==> src/rtl/enable_div_gen.sv <==
// Programmable clock-enable divider: one-cycle o_en strobe every N i_ce cycles, periodic or one-shot.
// Zero latency: o_en/o_busy are combinational from registers and i_ce; no backpressure, i_ce only gates counting.
module enable_div_gen #(
    parameter int WIDTH       = 4,
    parameter int DEFAULT_DIV = 10
) (
    input  logic             clk,
    input  logic             i_rst_n,
    input  logic             i_sclr,
    input  logic             i_ce,
    input  logic [WIDTH-1:0] i_div,
    input  logic             i_load,
    input  logic             i_oneshot,
    input  logic             i_start,
    output logic             o_en,
    output logic [WIDTH-1:0] o_cnt,
    output logic             o_busy,
    output logic             o_div_err
);

    typedef enum logic {
        IDLE = 1'b0,
        RUN  = 1'b1
    } state_t;

    localparam logic [WIDTH-1:0] DEF_DIV = WIDTH'(DEFAULT_DIV);
    localparam logic [WIDTH-1:0] ONE     = WIDTH'(1);

    state_t           state_q, state_d;
    logic [WIDTH-1:0] cnt_q, cnt_d;
    logic [WIDTH-1:0] div_q, div_d;
    logic [WIDTH-1:0] pend_q, pend_d;
    logic             err_q, err_d;

    logic             wrap;
    logic             apply;
    logic [WIDTH-1:0] apply_val;
    logic             apply_zero;

    assign wrap       = (state_q == RUN) && i_ce && (cnt_q == div_q - ONE);
    assign apply      = i_sclr || wrap || (state_q == IDLE);
    // A load on an apply point bypasses the stale shadow value.
    assign apply_val  = i_load ? i_div : pend_q;
    assign apply_zero = (apply_val == '0);

    always_ff @(posedge clk or negedge i_rst_n) begin
        if (!i_rst_n) begin
            state_q <= IDLE;
        end else begin
            state_q <= state_d;
        end
    end

    always_comb begin
        state_d = state_q;
        if (i_sclr) begin
            state_d = i_oneshot ? IDLE : RUN;
        end else begin
            case (state_q)
                IDLE:    if (!i_oneshot || i_start) state_d = RUN;
                RUN:     if (wrap && i_oneshot) state_d = IDLE;
                default: state_d = IDLE;
            endcase
        end
    end

    always_comb begin
        o_busy    = (state_q == RUN);
        o_en      = (state_q == RUN) && i_ce && (cnt_q == '0);
        o_cnt     = cnt_q;
        o_div_err = err_q;
    end

    always_comb begin
        pend_d = i_load ? i_div : pend_q;
        div_d  = div_q;
        if (apply) begin
            div_d = apply_zero ? ONE : apply_val;
        end
        err_d = (err_q && !i_sclr) || (apply && apply_zero);

        cnt_d = cnt_q;
        if (i_sclr || (state_q == IDLE)) begin
            cnt_d = '0;
        end else if (i_ce) begin
            cnt_d = wrap ? '0 : cnt_q + ONE;
        end
    end

    always_ff @(posedge clk or negedge i_rst_n) begin
        if (!i_rst_n) begin
            cnt_q  <= '0;
            div_q  <= DEF_DIV;
            pend_q <= DEF_DIV;
            err_q  <= 1'b0;
        end else begin
            cnt_q  <= cnt_d;
            div_q  <= div_d;
            pend_q <= pend_d;
            err_q  <= err_d;
        end
    end

endmodule

==> config.mk <==
export PLATFORM = sky130hd
export DESIGN_NAME = enable_div_gen
export DESIGN_NICKNAME = d
export VERILOG_FILES = /design/src/rtl/enable_div_gen.sv
export SDC_FILE = /design/constraint.sdc
export NUM_CORES = 1
export LEC_CHECK = 0
export ABC_AREA = 1
export CAP_MARGIN = 40
export CORE_UTILIZATION = 51
export CTS_CLUSTER_SIZE = 10
export DETAILED_ROUTE_END_ITERATION = 12
export HOLD_SLACK_MARGIN = 0.1
export PLACE_DENSITY = 0.92
export SYNTH_ARGS = -nofsm -noshare
export SYNTH_HDL_FRONTEND = slang
export SYNTH_SLANG_ARGS = --single-unit
==> constraint.sdc <==
create_clock -name clk -period 3.66 [get_ports clk]
set_input_delay 0.732 -clock clk [delete_from_list [all_inputs] [get_ports clk]]
set_output_delay 0.732 -clock clk [all_outputs]
set_load 0.05 [all_outputs]
==> results.sh, run 1 <==
export IMPL_clockBufferDepth=2
export IMPL_drive_gt1_frac=0.117
export IMPL_worst_endpoint_required_time_ps=2930
export IMPL_cp_launch_type="primary input"
export IMPL_detail_route_drc_violations=0
export IMPL_floorplan_initialDensity=0.576
export IMPL_ff2ff_path_depth=7
export IMPL_post_cts_sizing_count=0
export IMPL_timing_rr_start="div_q[1]"
export IMPL_fillerInstances=93
export IMPL_worst_path_maximum_fanout=4
export IMPL_power_internal_uw=277
export IMPL_timing_max_slew_rel_slack=0.594
export IMPL_grt_first_pass_wirelength_mm=2.82
export IMPL_max_vdd_ir_drop_v=0.000256
export IMPL_synthesis_instances=107
export IMPL_footprint_of_the_multi_input_gates_um2=363
export IMPL_cts_buffers=3
export IMPL_routed_wire_length_per_instance_um=11.5
export IMPL_worstSkewPairLatency_ps=280
export IMPL_cts_clk_slew_worst_paths_ps=80
export IMPL_antenna_violations_before_repair=0
export IMPL_combPwrFrac=0.274
export IMPL_post_cts_setup_buffer_count=0
export IMPL_vias_in_the_first_global_route=644
export IMPL_power_leakage_uw=0.000535
export IMPL_grtUsageTotal=0.218
export IMPL_grt_remaining_overflow=0
export IMPL_run_status="completed"
export IMPL_synth_largest_type_area_fraction=0.314
export IMPL_power_share_sequential=0.454
export IMPL_pre_cts_ws_ps=677
export IMPL_std_cell_rows=13
export IMPL_grt_max_degree=15
export IMPL_vertical_die_dimension_um=41.5
export IMPL_tightestPinTransition_ps=608
export IMPL_io_buffer_count=17
export IMPL_final_max_slew_violation_count=0
export IMPL_critical_path_class="primary input to output port"
export IMPL_layout_cells_most_common="nand2_1"
export IMPL_power_switching_share=0.318
export IMPL_antenna_violating_nets_post_route=0
export IMPL_drv_cap=0
export IMPL_dp_hpwl_mm=1.24
export IMPL_finalHoldViolCount=0
export IMPL_setup_tns_ps=0
export IMPL_holdBufCountCts=0
export IMPL_netlist_top_cell_by_area="dfrtp_1"
export IMPL_min_period_over_period=0.815
export IMPL_synthesis_yosys_warnings=0
export IMPL_num_io_pins=18
export IMPL_n_antenna_cell=0
export IMPL_synth_cell_type_count=17
export IMPL_synth_fp_nets=121
export IMPL_wl_met3_um=72
export IMPL_detail_route_iter0_violations=15
export IMPL_dr_total_vias=726
export IMPL_cts_tree="built"
export IMPL_avgSynthCellArea_um2=7.45
export IMPL_die_area_um2=1720
export IMPL_rsz0062_at_grt="no"
export IMPL_dr_wl_met2_um=822
export IMPL_synthToLayoutAreaGrowth_pct=28.3
export IMPL_holdCritPathClass="register to register"
export IMPL_mostFrequentLayoutCells="nand2_1 (37), inv_1 (18), clkdlybuf4s50_1 (17)"
export IMPL_maxUsedRoutingLayer="met4"
export IMPL_hold_depth=2
export IMPL_powerDensity_nw_per_um2=397
export IMPL_final_critical_path_setup_slack_ps=677
export IMPL_clkPwrFrac=0.272
export IMPL_worst_r2r_dst="o_busy"
export IMPL_coreArea_um2=1380
export IMPL_route_detailed_vias_per_inst=5.08
export IMPL_drt_met1_wl_um=740
export IMPL_min_delay_worst_endpoint="o_div_err"
export IMPL_yosysSeqAreaShare=0.446
export IMPL_ys_seq_elements=14
export IMPL_final_min_clock_period_ps=2980
export IMPL_netlist_top_cells_area="dfrtp_1 (31%), nand2_1 (17%), dfstp_2 (13%)"
export IMPL_drt_pass1_iterations=4
export IMPL_reg2reg_slack_ps=1960
export IMPL_synth_area_um2=797
export IMPL_numClockSinks=14
export IMPL_gp_congestion=0.892
export IMPL_chipWidth_um=41.5
export IMPL_timing_fmax_mhz=335
export IMPL_endpoint_kind="output port"
export IMPL_final_count_of_negative_setup_slack_endpoints=0
export IMPL_wl_mm=1.65
export IMPL_holdCritStartpoint="o_div_err"
export IMPL_skew_ps=4.29
export IMPL_fin_nets=143
export IMPL_h_tree_depth=1
export IMPL_power_net_switching_uw=129
export IMPL_seq_area_um2=355
export IMPL_crit_arrival_ps=2250
export IMPL_root_buffer="clkbuf_4"
[worst max path at each step]
stage	from	endpoint	slack [ps]	cells past startpoint
after floorplan	o_cnt[0]	o_en	1290	4
after detailed placement	i_ce	o_en	680	4
after global placement	i_ce	o_en	710	4
after CTS	i_ce	o_en	680	4
after global routing	i_ce	o_en	580	4
final	i_ce	o_en	680	4
[final cells by class]
type	count	share of cell area
inverter	21	0.0771
sequential	14	0.348
multi-input combinational	72	0.355
timing repair buffer	17	0.166
tap	15	0.0184
clock buffer	4	0.0355
[state kept, by name, indices dropped and copies added (netlist names)]
name	cells
o_div_err	1
o_cnt	4
div_q	4
pend_q	4
o_busy	1
[power groups by stage]
stage | clock network (uW) | logic [uW] | registers [uW]
2_1_floorplan | 0 | 63.5 | 196
3_3_place_gp | 0 | 106 | 186
3_5_place_dp | 0 | 111 | 187
4_1_cts | 114 | 112 | 184
5_1_grt | 123 | 124 | 186
6_report | 110 | 111 | 184
[layer usage]
metal | track usage | vias up
li1 | - | 369
met1 | 0.282 | 332
met2 | 0.363 | 23
met3 | 0.0391 | 2
met4 | 0.0774 | 0
met5 | 0 | -
[synth_stat cells]
cell and instances:
xnor2_1 1, o21ai_0 4, dfstp_2 4, xor2_1 2, nor2_1 7, nor3_1 1, inv_2 3, inv_1 18
nand3_2 1, nand2_1 37, nand3_1 11, ha_1 3, dfrtp_1 10, nand2_4 1, or2_4 1, nand4_1 2
nor2_4 1
[stage by stage]
step	hold slack, ps	instance area [um^2]	std cells	util	power, uW
4_1_cts	507	1020	143	0.739	410
5_1_grt	528	1020	143	0.739	434
2_1_floorplan	436	797	107	-	259
6_report	504	1020	143	0.739	406
3_5_place_dp	491	986	139	0.713	298
3_3_place_gp	465	986	139	0.713	293
[cell families (layout without fill, tap and decap cells)]
kind of cell             Yosys count  in the layout  synth area share
AND/OR/NAND/NOR                   62             62             0.350
XOR/XNOR                           3              3            0.0330
buffers and inverters             21             42            0.0989
adder cells (fa/ha/maj)            3              3            0.0471
AO/OA/AOI/OAI                      4              4            0.0251
flip-flops                        14             14             0.446
[worst max-delay path: stages]
cell and delay [ps]:
clkdlybuf4s50_1 520, nand2_1 90, nor2_1 110, clkdlybuf4s50_1 800
No activity file was read; power rests on OpenSTA's default activity.
==> run 2: changes to the inputs <==
--- a/config.mk
+++ b/config.mk
@@ -7,11 +7,11 @@
 export LEC_CHECK = 0
 export ABC_AREA = 1
 export CAP_MARGIN = 40
-export CORE_UTILIZATION = 51
+export CORE_UTILIZATION = 48
 export CTS_CLUSTER_SIZE = 10
 export DETAILED_ROUTE_END_ITERATION = 12
 export HOLD_SLACK_MARGIN = 0.1
-export PLACE_DENSITY = 0.92
+export PLACE_DENSITY = 0.88
 export SYNTH_ARGS = -nofsm -noshare
 export SYNTH_HDL_FRONTEND = slang
 export SYNTH_SLANG_ARGS = --single-unit
==> constraint.sdc (replaced) <==
create_clock -name clk -period 2.8 [get_ports clk]
set_input_delay 0.56 -clock clk [delete_from_list [all_inputs] [get_ports clk]]
set_output_delay 0.56 -clock clk [all_outputs]
set_load 0.05 [all_outputs]
==> run 2 against run 1 <==
  * Clock power is 35% higher
  * First-iteration DRC count is 67% lower
  * Utilization is 6.9 points lower
  * Largest power group unchanged
  * Cell count is 0.70% higher
  * Worst hold slack worse by 3.9 ps
  * Non-clock buffer count stayed put
  * Flip-flop and latch count stayed put
==> results.sh, run 2 (same netlist as run 1, synthesis figures left out) <==
export IMPL_run_status="completed"
export IMPL_setup_worst_path_start="o_cnt[1]"
export IMPL_grt_remaining_overflow=0
export IMPL_routed_wire_length_per_instance_um=10.5
export IMPL_worst_endpoint_required_time_ps=2240
export IMPL_reg2reg_slack_ps=1110
export IMPL_timing_max_slew_rel_slack=0.587
export IMPL_detail_route_iter0_violations=5
export IMPL_stdcell_area_um2=1020
export IMPL_grtUsageTotal=0.199
export IMPL_combPwrFrac=0.267
export IMPL_coreArea_um2=1520
export IMPL_cts_clk_slew_worst_paths_ps=90
export IMPL_critical_path_cell_chain="clkdlybuf4s50_1"
export IMPL_post_cts_sizing_count=0
export IMPL_detail_route_drc_violations=0
export IMPL_cts_tree="built"
export IMPL_final_critical_path_setup_slack_ps=689
export IMPL_tightestPinTransition_ps=617
export IMPL_max_stage_delay_ps=830
export IMPL_vias_in_the_first_global_route=684
export IMPL_h_tree_depth=1
export IMPL_chipWidth_um=42.8
export IMPL_cp_top_family="buffers and inverters"
export IMPL_gr_usage_met2=0.324
export IMPL_route_detailed_vias_per_inst=4.98
export IMPL_timing_critical_path_to="o_cnt[1]"
export IMPL_num_io_pins=18
export IMPL_power_leakage_uw=0.000536
export IMPL_drt_pass1_iterations=4
export IMPL_setup_tns_ps=0
export IMPL_critical_path_class="register to output port"
export IMPL_post_cts_setup_buffer_count=0
export IMPL_timing_rr_start="div_q[1]"
export IMPL_pre_cts_ws_ps=764
export IMPL_min_period_over_period=0.754
export IMPL_cts_buffers=3
export IMPL_endpoint_kind="output port"
export IMPL_timing_fmax_mhz=474
export IMPL_dp_hpwl_mm=1.17
export IMPL_m3_gr_usage=0.0383
export IMPL_powerDensity_nw_per_um2=519
export IMPL_power_share_sequential=0.455
export IMPL_final_count_of_negative_setup_slack_endpoints=0
export IMPL_holdCritPathClass="register to register"
export IMPL_power_internal_uw=361
export IMPL_synthToLayoutAreaGrowth_pct=28.1
export IMPL_final_min_clock_period_ps=2110
export IMPL_crit_arrival_ps=1550
export IMPL_cp_launch_type="register"
export IMPL_fin_nets=143
export IMPL_mostFrequentLayoutCells="nand2_1 (37), inv_1 (18), clkdlybuf4s50_1 (16)"
export IMPL_std_cell_rows=14
export IMPL_ff2ff_path_depth=7
export IMPL_critical_path_buf_inv_count=1
export IMPL_postLayoutCoreUtil=0.670
export IMPL_globalRouteMet1Util=0.253
export IMPL_antenna_violations_before_repair=0
export IMPL_die_area_um2=1830
export IMPL_dpl_cell_area_um2=985
export IMPL_max_vdd_ir_drop_v=0.000334
export IMPL_clkPwrFrac=0.278
export IMPL_numClockSinks=14
export IMPL_worstSkewPairLatency_ps=280
export IMPL_drive_gt1_frac=0.125
export IMPL_n_antenna_cell=0
export IMPL_floorplan_initialDensity=0.523
export IMPL_grt_first_pass_wirelength_mm=2.73
export IMPL_power_switching_share=0.319
export IMPL_grt_max_degree=15
export IMPL_vertical_die_dimension_um=42.8
export IMPL_finalHoldViolCount=0
export IMPL_wl_mm=1.51
export IMPL_root_buffer="clkbuf_4"
export IMPL_critical_path_slowest_cell="clkdlybuf4s50_1"
export IMPL_power_net_switching_uw=169
export IMPL_dr_total_vias=717
export IMPL_clockBufferDepth=2
export IMPL_drv_cap=0
export IMPL_worst_path_maximum_fanout=5
export IMPL_path_depth=1
export IMPL_io_buffer_count=17
export IMPL_gp_congestion=0.846
export IMPL_layout_cells_most_common="nand2_1"
export IMPL_skew_ps=4.69
export IMPL_rsz0062_at_grt="no"
export IMPL_worst_r2r_dst="o_busy"
export IMPL_holdBufCountCts=0
export IMPL_antenna_violating_nets_post_route=0
export IMPL_grt_busiest_layer="met2"
export IMPL_final_max_slew_violation_count=0
-- run 2: layer usage --
metal	routed length, um	up-vias
li1	-	369
met1	686	335
met2	743	9
met3	44	4
met4	31	0
met5	0	-
-- run 2: final cells by class --
cell class / count / area, um^2
clock buffers: 4 / 36.3
inverters: 21 / 78.8
well taps: 16 / 20.0
repair buffers: 17 / 168
fillers: 139 / 503
multi-input cells: 72 / 363
flip-flops and latches: 14 / 355
-- run 2: power groups by stage --
stage | clock network, uW | logic (uW) | registers, uW
global placement | 0 | 138 | 244
floorplan | 0 | 83.0 | 256
detailed placement | 0 | 143 | 245
finish | 148 | 142 | 241
CTS | 151 | 143 | 242
global route | 160 | 161 | 245
-- run 2: worst min path at each step --
stage	start	to	slack (ps)	depth (start not counted)
finish	div_q[1]	div_q[1]	500	2
global route	div_q[3]	div_q[3]	540	2
CTS	div_q[1]	div_q[1]	510	2
detailed placement	o_div_err	o_div_err	480	2
global placement	o_div_err	o_div_err	470	2
floorplan	i_rst_n	div_q[0]	260	0
-- run 2: through the flow --
| step | hold WS [ps] | instances | total power [uW] |
|---|---|---|---|
| after global placement | 467 | 140 | 382 |
| after CTS | 506 | 144 | 536 |
| final | 500 | 144 | 530 |
| after floorplan | 264 | 107 | 339 |
| after detailed placement | 485 | 140 | 388 |
| after global routing | 542 | 144 | 566 |
==> run 3: changes to the inputs <==
--- a/config.mk
+++ b/config.mk
@@ -7,11 +7,11 @@
 export LEC_CHECK = 0
 export ABC_AREA = 1
 export CAP_MARGIN = 40
-export CORE_UTILIZATION = 48
+export CORE_UTILIZATION = 43
 export CTS_CLUSTER_SIZE = 10
 export DETAILED_ROUTE_END_ITERATION = 12
 export HOLD_SLACK_MARGIN = 0.1
-export PLACE_DENSITY = 0.88
+export PLACE_DENSITY = 0.84
 export SYNTH_ARGS = -nofsm -noshare
 export SYNTH_HDL_FRONTEND = slang
 export SYNTH_SLANG_ARGS = --single-unit
==> constraint.sdc (replaced) <==
create_clock -name clk -period 1.9 [get_ports clk]
set_input_delay 0.38 -clock clk [delete_from_list [all_inputs] [get_ports clk]]
set_output_delay 0.38 -clock clk [all_outputs]
set_load 0.05 [all_outputs]
==> run 3 against run 2 <==
  * Wire length is 2.5% higher
  * Cell count is 7.6% higher
  * Worst setup slack worse by 610 ps
  * Sequential power is 48% higher
  * Critical endpoint is now o_div_err
  * Largest power group unchanged
==> results.sh, run 3 (same netlist as run 1, synthesis figures left out) <==
export IMPL_run_status="completed"
export IMPL_antenna_violating_nets_post_route=0
export IMPL_root_buffer="clkbuf_4"
export IMPL_holdBufCountCts=0
export IMPL_pre_cts_ws_ps=110
export IMPL_route_detailed_vias_per_inst=4.48
export IMPL_final_critical_path_setup_slack_ps=75.9
export IMPL_postLayoutCoreUtil=0.602
export IMPL_max_stage_delay_ps=800
export IMPL_numClockSinks=14
export IMPL_crit_arrival_ps=1440
export IMPL_endpoint_kind="output port"
export IMPL_reg2reg_slack_ps=230
export IMPL_worstSkewPairLatency_ps=280
export IMPL_footprint_of_the_multi_input_gates_um2=365
export IMPL_min_period_over_period=0.960
export IMPL_grtUsageTotal=0.184
export IMPL_finalHoldViolCount=0
export IMPL_grt_max_degree=15
export IMPL_n_antenna_cell=0
export IMPL_setup_tns_ps=0
export IMPL_dp_hpwl_mm=1.23
export IMPL_dpl_cell_area_um2=1010
export IMPL_cp_top_family="buffers and inverters"
export IMPL_final_max_slew_violation_count=0
export IMPL_powerDensity_nw_per_um2=727
export IMPL_std_cell_rows=15
export IMPL_post_cts_sizing_count=0
export IMPL_post_cts_setup_buffer_count=0
export IMPL_max_vdd_ir_drop_v=0.000467
export IMPL_drive_gt1_frac=0.177
export IMPL_holdCritPathClass="primary input to async pin"
export IMPL_cts_tree="built"
export IMPL_fillerInstances=165
export IMPL_num_io_pins=18
export IMPL_drv_cap=0
export IMPL_vias_in_the_first_global_route=629
export IMPL_cp_launch_type="register"
export IMPL_gp_congestion=0.748
export IMPL_timing_max_slew_rel_slack=0.585
export IMPL_total_power_consumption_uw=756
export IMPL_coreArea_um2=1730
export IMPL_h_tree_depth=1
export IMPL_chipWidth_um=45.1
export IMPL_routed_wire_length_per_instance_um=9.95
export IMPL_floorplan_initialDensity=0.462
export IMPL_drt_pass1_iterations=4
export IMPL_mostFrequentLayoutCells="nand2_1 (37), inv_1 (18), nand3_1 (11), clkdlybuf4s50_1 (11), dfrtp_1 (10)"
export IMPL_die_area_um2=2030
export IMPL_final_min_clock_period_ps=1820
export IMPL_wl_mm=1.54
export IMPL_rsz0062_at_grt="no"
export IMPL_worst_endpoint_required_time_ps=1520
export IMPL_critical_path_class="register to output port"
export IMPL_grt_first_pass_wirelength_mm=2.62
export IMPL_detail_route_iter0_violations=16
export IMPL_worst_path_maximum_fanout=2
export IMPL_layout_cells_most_common="nand2_1"
export IMPL_critical_path_slowest_cell="clkdlybuf4s50_1"
export IMPL_stdcell_area_um2=1040
export IMPL_cts_buffers=3
export IMPL_timing_fmax_mhz=548
export IMPL_io_buffer_count=17
export IMPL_final_count_of_negative_setup_slack_endpoints=0
export IMPL_critical_path_buf_inv_count=1
export IMPL_power_leakage_uw=0.000552
export IMPL_clockBufferDepth=2
export IMPL_cts_clk_slew_worst_paths_ps=80
export IMPL_tightestPinTransition_ps=621
export IMPL_vertical_die_dimension_um=45.1
export IMPL_dr_total_vias=695
export IMPL_grt_remaining_overflow=0
export IMPL_fin_nets=145
export IMPL_critical_path_cell_chain="clkdlybuf4s50_1"
export IMPL_skew_ps=5.49
export IMPL_seq_area_um2=355
export IMPL_synthToLayoutAreaGrowth_pct=30.5
export IMPL_antenna_violations_before_repair=0
export IMPL_detail_route_drc_violations=0
## run 3: cell types whose count changed in the layout (fill, tap and decap cells not counted)
cell	previous run	this run
buf_4	1	7
clkdlybuf4s50_1	16	11
buf_12	0	1
clkbuf_1	0	1
clkbuf_8	1	0
nor2_1	7	6
nor2_2	0	1
## run 3: worst paths after layout
kind                            from         to  cells after the start
max in group asynchronous    i_rst_n  pend_q[0]                      1
setup / recovery           o_div_err  o_div_err                      1
hold / removal               i_rst_n   div_q[2]                      1
hold reg to reg            o_div_err  o_div_err                      2
min in group clk           o_div_err  o_div_err                      2
setup reg to reg            div_q[1]     o_busy                      7
## run 3: layer usage
metal  part of all wire  vias to the layer above  global-route usage  wire, um
met5                  0                        -                   0         0
met1               0.46                      307               0.236       708
met4              0.028                        0               0.127        43
met3              0.030                        5              0.0240        46
li1                   -                      372                   -         -
met2               0.48                       11               0.287       743
## run 3: layout make-up
type	count	area share
multi-input combinational	72	0.351
inverter	21	0.0758
clock buffer	4	0.0253
timing repair buffer	19	0.176
tap	25	0.0301
sequential	14	0.342
## run 3: power by group
| group | leakage (uW) | internal (uW) | switching (uW) |
|---|---|---|---|
| logic | 0.000369 | 92.2 | 131 |
| registers | 0.000169 | 333 | 23.3 |
| clock network | 0.0000150 | 81.6 | 94.8 |
| total | 0.000552 | 507 | 250 |
## run 3: through the flow
| step | hold slack, ps | instances |
|---|---|---|
| 3_3_place_gp | 470 | 151 |
| 3_5_place_dp | 474 | 151 |
| 2_1_floorplan | 84.4 | 107 |
| 6_report | 477 | 155 |
| 5_1_grt | 515 | 155 |
| 4_1_cts | 492 | 155 |
